**config.mk**
```make
export PLATFORM = sky130hd
export DESIGN_NAME = fire_expand_acc_ctrl
export DESIGN_NICKNAME = d
export VERILOG_FILES = /design/src/rtl/fire_expand_pkg.sv /design/src/rtl/fire_expand_wr_pipe.sv /design/src/rtl/fire_expand_acc_ctrl.sv
export SDC_FILE = /design/constraint.sdc
export NUM_CORES = 1
export LEC_CHECK = 0
export CORE_MARGIN = 5
export CORE_UTILIZATION = 45
export CTS_CLUSTER_SIZE = 14
export DETAILED_ROUTE_END_ITERATION = 10
export GPL_ROUTABILITY_DRIVEN = 0
export PLACE_DENSITY_LB_ADDON = 0.2
export RECOVER_POWER = 25
export SYNTH_ARGS = -nofsm -noshare
export SYNTH_HDL_FRONTEND = slang
export SYNTH_SLANG_ARGS = --single-unit
export TNS_END_PERCENT = 10
```
**constraint.sdc**
```tcl
create_clock -name clk_i -period 2.4 [get_ports clk_i]
set_input_delay 0.6 -clock clk_i [delete_from_list [all_inputs] [get_ports clk_i]]
set_output_delay 0.6 -clock clk_i [all_outputs]
set_load 0.02 [all_outputs]
```
**src/rtl/fire_expand_pkg.sv**
```systemverilog
// rtl/fire_expand_pkg.sv - shared types and defaults for the expand accumulator controller
package fire_expand_pkg;

    localparam int ADDR_W_DEF     = 11;
    localparam int ADDR_STEP_DEF  = 4;
    localparam int PIPE_DEPTH_DEF = 3;

    typedef enum logic [1:0] {
        ST_IDLE  = 2'd0,
        ST_RUN   = 2'd1,
        ST_DRAIN = 2'd2,
        ST_DONE  = 2'd3
    } state_t;

    // Per-stage control carried alongside the write address through the delay line
    typedef struct packed {
        logic valid;
        logic first;
        logic last;
        logic line;
    } stage_flags_t;

    function automatic logic is_active(input state_t s);
        return (s == ST_RUN) || (s == ST_DRAIN);
    endfunction

endpackage

```
**src/rtl/fire_expand_wr_pipe.sv**
```systemverilog
// rtl/fire_expand_wr_pipe.sv - stalling delay line aligning write controls with the read-modify-write latency
module fire_expand_wr_pipe
    import fire_expand_pkg::*;
#(
    parameter int ADDR_W     = ADDR_W_DEF,
    parameter int PIPE_DEPTH = PIPE_DEPTH_DEF
) (
    input  logic              clk_i,
    input  logic              rst_n_i,
    input  logic              clear_i,
    input  logic              adv_i,
    input  stage_flags_t      in_flags_i,
    input  logic [ADDR_W-1:0] in_addr_i,
    output stage_flags_t      out_flags_o,
    output logic [ADDR_W-1:0] out_addr_o
);

    stage_flags_t      flags_q [PIPE_DEPTH];
    stage_flags_t      flags_d [PIPE_DEPTH];
    logic [ADDR_W-1:0] addr_q  [PIPE_DEPTH];
    logic [ADDR_W-1:0] addr_d  [PIPE_DEPTH];

    always_comb begin
        flags_d = flags_q;
        addr_d  = addr_q;
        if (clear_i) begin
            for (int i = 0; i < PIPE_DEPTH; i++) begin
                flags_d[i] = '0;
                addr_d[i]  = '0;
            end
        end else if (adv_i) begin
            flags_d[0] = in_flags_i;
            addr_d[0]  = in_addr_i;
            for (int i = 1; i < PIPE_DEPTH; i++) begin
                flags_d[i] = flags_q[i-1];
                addr_d[i]  = addr_q[i-1];
            end
        end
    end

    always_ff @(posedge clk_i or negedge rst_n_i) begin
        if (!rst_n_i) begin
            for (int i = 0; i < PIPE_DEPTH; i++) begin
                flags_q[i] <= '0;
                addr_q[i]  <= '0;
            end
        end else begin
            flags_q <= flags_d;
            addr_q  <= addr_d;
        end
    end

    assign out_flags_o = flags_q[PIPE_DEPTH-1];
    assign out_addr_o  = addr_q[PIPE_DEPTH-1];

endmodule

```
**src/rtl/fire_expand_acc_ctrl.sv**
```systemverilog
// rtl/fire_expand_acc_ctrl.sv - expand accumulator read/write controller; optional FIRE_EXP_PROTO_CHK_EN adds proto_err_o
module fire_expand_acc_ctrl
    import fire_expand_pkg::*;
#(
    parameter int ADDR_W     = ADDR_W_DEF,
    parameter int ADDR_STEP  = ADDR_STEP_DEF,
    parameter int PIPE_DEPTH = PIPE_DEPTH_DEF
) (
    input  logic              clk_i,
    input  logic              rst_n_i,
    input  logic              start_i,
    input  logic              expand_flag_i,
    input  logic [ADDR_W-1:0] layer_end_addr_i,
    input  logic              new_layer_flag_i,
    input  logic              new_line_flag_i,
    input  logic              first_layer_flag_i,
    input  logic              last_layer_flag_i,
    input  logic              fire_end_flag_i,
    output logic              layer_done_flag_o,
    output logic [ADDR_W-1:0] rd_addr_o,
    output logic [ADDR_W-1:0] wr_addr_o,
    output logic              wr_en_o,
    output logic              acc_zero_sel_o,
    output logic              out_valid_o,
    output logic              line_start_o,
    output logic              busy_o,
    output logic              fire_done_o
`ifdef FIRE_EXP_PROTO_CHK_EN
    ,
    output logic              proto_err_o
`endif
);

    localparam int CNT_W = (PIPE_DEPTH > 1) ? $clog2(PIPE_DEPTH) : 1;

    state_t            state_q, state_d;
    logic [ADDR_W-1:0] rd_addr_q, rd_addr_d;
    logic              layer_done_q, layer_done_d;
    logic              fire_done_q, fire_done_d;
    logic [CNT_W-1:0]  drain_cnt_q, drain_cnt_d;

    logic              run_beat, drain_beat, addr_wrap, drain_last;
    stage_flags_t      pipe_in, pipe_out;
    logic [ADDR_W-1:0] pipe_out_addr;
    logic              wr_en;

    assign run_beat   = expand_flag_i & (state_q == ST_RUN);
    assign drain_beat = expand_flag_i & (state_q == ST_DRAIN);
    assign addr_wrap  = (rd_addr_q == layer_end_addr_i);
    assign drain_last = (drain_cnt_q == CNT_W'(PIPE_DEPTH - 1));

    always_ff @(posedge clk_i or negedge rst_n_i) begin
        if (!rst_n_i) begin
            state_q <= ST_IDLE;
        end else begin
            state_q <= state_d;
        end
    end

    always_comb begin
        state_d = state_q;
        if (start_i) begin
            state_d = ST_RUN;
        end else begin
            case (state_q)
                ST_RUN:   if (fire_end_flag_i) state_d = ST_DRAIN;
                ST_DRAIN: if (drain_beat && drain_last) state_d = ST_DONE;
                default:  state_d = state_q;
            endcase
        end
    end

    always_comb begin
        wr_en          = pipe_out.valid & expand_flag_i & ~start_i;
        busy_o         = is_active(state_q);
        wr_en_o        = wr_en;
        wr_addr_o      = pipe_out_addr;
        acc_zero_sel_o = pipe_out.valid & pipe_out.first;
        out_valid_o    = wr_en & pipe_out.last;
        line_start_o   = wr_en & pipe_out.last & pipe_out.line;
    end

    // Read counter, done pulse and drain counter; start overrides any beat in the same cycle
    always_comb begin
        rd_addr_d    = rd_addr_q;
        layer_done_d = 1'b0;
        drain_cnt_d  = drain_cnt_q;
        fire_done_d  = fire_done_q;
        if (start_i) begin
            rd_addr_d   = '0;
            drain_cnt_d = '0;
            fire_done_d = 1'b0;
        end else begin
            if (run_beat) begin
                if (addr_wrap) begin
                    rd_addr_d    = '0;
                    layer_done_d = 1'b1;
                end else begin
                    rd_addr_d = rd_addr_q + ADDR_W'(ADDR_STEP);
                end
            end
            if (state_q != ST_DRAIN) begin
                drain_cnt_d = '0;
            end else if (drain_beat) begin
                drain_cnt_d = drain_cnt_q + 1'b1;
            end
            if (state_q == ST_DRAIN && state_d == ST_DONE) begin
                fire_done_d = 1'b1;
            end
        end
    end

    always_ff @(posedge clk_i or negedge rst_n_i) begin
        if (!rst_n_i) begin
            rd_addr_q    <= '0;
            layer_done_q <= 1'b0;
            drain_cnt_q  <= '0;
            fire_done_q  <= 1'b0;
        end else begin
            rd_addr_q    <= rd_addr_d;
            layer_done_q <= layer_done_d;
            drain_cnt_q  <= drain_cnt_d;
            fire_done_q  <= fire_done_d;
        end
    end

    assign rd_addr_o         = rd_addr_q;
    assign layer_done_flag_o = layer_done_q;
    assign fire_done_o       = fire_done_q;

    assign pipe_in.valid = (state_q == ST_RUN);
    assign pipe_in.first = first_layer_flag_i;
    assign pipe_in.last  = last_layer_flag_i;
    assign pipe_in.line  = new_line_flag_i;

    fire_expand_wr_pipe #(
        .ADDR_W     (ADDR_W),
        .PIPE_DEPTH (PIPE_DEPTH)
    ) u_wr_pipe (
        .clk_i       (clk_i),
        .rst_n_i     (rst_n_i),
        .clear_i     (start_i),
        .adv_i       ((run_beat | drain_beat) & ~start_i),
        .in_flags_i  (pipe_in),
        .in_addr_i   (rd_addr_q),
        .out_flags_o (pipe_out),
        .out_addr_o  (pipe_out_addr)
    );

`ifdef FIRE_EXP_PROTO_CHK_EN
    logic proto_err_q, proto_err_d;
    logic line_wrap_q, line_wrap_d;

    // line_wrap tracks whether a layer range has already wrapped since the last row start
    always_comb begin
        proto_err_d = proto_err_q;
        line_wrap_d = line_wrap_q;
        if (start_i) begin
            proto_err_d = 1'b0;
            line_wrap_d = 1'b0;
        end else begin
            if (expand_flag_i && (state_q == ST_IDLE || state_q == ST_DONE)) proto_err_d = 1'b1;
            if (run_beat && new_layer_flag_i && rd_addr_q != '0) proto_err_d = 1'b1;
            if (run_beat && first_layer_flag_i && last_layer_flag_i &&
                layer_end_addr_i != '0 && line_wrap_q) proto_err_d = 1'b1;
            if (run_beat && new_line_flag_i) line_wrap_d = 1'b0;
            if (run_beat && addr_wrap) line_wrap_d = 1'b1;
        end
    end

    always_ff @(posedge clk_i or negedge rst_n_i) begin
        if (!rst_n_i) begin
            proto_err_q <= 1'b0;
            line_wrap_q <= 1'b0;
        end else begin
            proto_err_q <= proto_err_d;
            line_wrap_q <= line_wrap_d;
        end
    end

    assign proto_err_o = proto_err_q;
`else
    logic unused_new_layer;
    assign unused_new_layer = new_layer_flag_i;
`endif

endmodule

```
==> results.md <==
* Status: finished clean
* Top layer in use: met4
* Syn avg cell area at 9.373 um^2
* Initial Util at 46.43%
* Power per cell area at just under 700 nW/um^2
* Clk buf depth at 2
* Die area at just under 8000 um^2
* WL met2 at 2466 um
* Async set-reset flop share out of synthesis at 100.0%
* H-Tree Level Count at 3
* Final #Nets at 359
* P&R area growth vs syn at 23.94%
* CP endpoint kind: output pin
* Crit path from: start_i
* Die Width at 88.39 um
* Register area share after synthesis at around half
* Final period util at a little over nine tenths
* Wire length on met1 at approximately 2400 um
* DIE HEIGHT at 88.39 um
* Final Max Slew Viols at 0
* DR WL met3 at 333 um
* # setup viols final at 0
* Via density at 4.814
* Max FO, Critical Path at 3
* First-pass GRT wire length at 8880 um
* Root Buffer: clkbuf_8
* Antenna violations before repair at 0
* Port Buffers at 45
* Iteration-0 DRC Markers at roughly 70
* Minimum clock period at 2.313 ns
* VDD IR max at 0.3652 mV
* Grt ovf at 0
* Antenna-violating nets left at 0
* R2R cell count at 6
* Synthesis Warnings at 0
* Final hold viol count at 0
* Setup Buffers After CTS at 0
* Critical path required time at 1.80 ns
* Critical Path AT at approximately 1.7 ns
* Fin cells at 414
* Routed vias at 1993
* Cells after synthesis at roughly 300
* R2R Path Start: rd_addr_o[6]$_DFFE_PN0P_
* Ys flop type: dfrtp_1
* Synth Cell Area at 2765 um^2
* WL final at 5215 um
* Row cnt at 28
* Post-synth EDFFs at 0
* CORE AREA at about 6000 um^2
* Synthesized flop and latch total at 57
* Diodes inserted at 0
* Final core occ at 57.54%
* Layout cell share with drive strength beyond 1 at approximately 10%
* Slew HR at 20.72%
* Global Route Usage Sum at 14.81%
* Drt drc at 0
* Num CTS Buffers at 9
* Distinct cells, synth at slightly above 40
* CTS tree: done
* Initial DRT Pass Iterations at 4
* Total power at 2.368 mW
* CTS Sinks at 57
* LEAKAGE at 1.458 nW
* RSZ-0062 raised after global routing: false
* CTS clk-pin slew, worst paths at 0.06 ns
* DP HPWL at 3603 um
* Vias in the first global route at 1882
* Worst Skew at 0.005166 ns
* Fmax achieved at 0.4324 GHz
* Worst-Skew Late Latency at 0.33 ns
* Io pins at roughly 50
* Critical path type: primary input to output pin
* Worst hold path class: flip-flop to flip-flop
* Hold Crit Depth at 2
* Largest net degree at the start of global routing at 58
* Drt wl/cell at 12.60 um
* Max-cap violations at 0
* Post-CTS Hold Buffers at 0
* Hold Startpoint: u_wr_pipe.out_addr_o[10]$_DFFE_PN0P_
* Critical Path Start Type: primary input
* Dpl cells at 399
* Worst Max-Slew Pin Slew at ~1.2 ns
layer usage:
metal  global-route usage, %  vias to the layer above
li1                        -                     1039
met1                   19.29                      892
met2                   22.03                       51
met3                   4.935                       11
met4                   7.555                        0
met5                       0                        -
through the flow:
stage          hold WS (ns)  instance area, um^2  setup TNS [ns]  worst slack [ns]
2_1_floorplan        0.3044                 2769               0            0.3218
3_3_place_gp         0.4543                 3252          -1.109           -0.4251
3_5_place_dp         0.4628                 3252          -1.171           -0.4396
4_1_cts              0.2421                 3423               0          0.008779
5_1_grt              0.5093                 3427               0           0.04875
6_report             0.4736                 3427               0           0.08707
cells by family after synthesis:
logic type	count (synthesis)	share of synthesized area, %
simple gates	124	22.53
compound gates	62	13.26
flops	57	51.58
buf+inv	34	6.425
xor+xnor	11	3.484
fa+ha+maj	4	1.810
mux	2	0.7692
other cells	1	0.1356
power by group:
| part | internal (mW) | switching, mW | leakage (nW) | total [mW] |
|---|---|---|---|---|
| Combinational | 0.195 | 0.278 | 0.576 | 0.473 |
| Clock | 0.447 | 0.356 | 0.0980 | 0.804 |
| Sequential | 1.03 | 0.0587 | 0.784 | 1.09 |
worst paths after layout:
path | end | slack, ns
min | u_wr_pipe.out_addr_o[10]$_DFFE_PN0P_ | 0.47
max reg2reg | rd_addr_o[4]$_DFFE_PN0P_ | 0.43
min reg2reg | u_wr_pipe.out_addr_o[10]$_DFFE_PN0P_ | 0.47
max | line_start_o | 0.09
min in group asynchronous | u_wr_pipe.out_addr_o[4]$_DFFE_PN0P_ | 0.49
max in group asynchronous | u_wr_pipe.addr_q[18]$_DFFE_PN0P_ | 0.70
state kept, by name, indices dropped and copies added (netlist names):
signal                 cells
u_wr_pipe.addr_q          20
u_wr_pipe.flags_q          8
rd_addr_o                  9
state_q                    2
u_wr_pipe.out_flags_o      4
fire_done_o                1
layer_done_flag_o          1
u_wr_pipe.out_addr_o      10
drain_cnt_q                2
final cells by class:
cell class,instances,area [um^2]
timing repair buffer,55,520.5
clock buffer,12,165.2
clock inverter,3,15.01
inverter,7,26.28
fill,544,2529
tap,75,93.84
multi-input combinational,205,1180
sequential,57,1426
cells in the mapped netlist (all sizes together), types with 3 or more instances:
master | instances | area, um^2
or3 | 4 | 30.03
nand4 | 3 | 18.77
o21ai | 44 | 220.2
dfrtp | 57 | 1426
nand2 | 54 | 202.7
clkbuf | 13 | 48.80
inv | 7 | 26.28
and2 | 4 | 25.02
nand2b | 40 | 250.2
ha | 4 | 50.05
xnor2 | 10 | 87.58
buf | 14 | 102.6
nor2 | 8 | 30.03
a21oi | 3 | 15.01
critical path, stage by stage:
cell	delay, ns
clkdlybuf4s50_1	0.47
nor2b_1	0.05
buf_4	0.15
and2_4	0.15
and3_4	0.17
buf_6	0.12
cells in the final DEF (no fill, tap or decap), types with 3 or more instances in the layout:
cell	netlist	routed
nor2_1	8	7
xnor2_1	10	10
dfrtp_1	57	57
buf_4	13	8
nand4_1	3	3
clkbuf_8	0	12
clkinv_2	0	3
clkdlybuf4s50_1	0	39
nand2_1	54	54
o21ai_0	44	44
and2_1	4	3
nand2b_1	40	40
inv_1	7	7
a21oi_1	3	3
or3_1	3	3
ha_1	4	4
what timing repair did:
| action | CTS | global route |
|---|---|---|
| endpoints found under the hold margin | 0 | 0 |
| setup endpoints to repair | 4 | 2 |
| resized for setup | 10 | 6 |
Note: power is estimated with default switching activity, not from simulation.
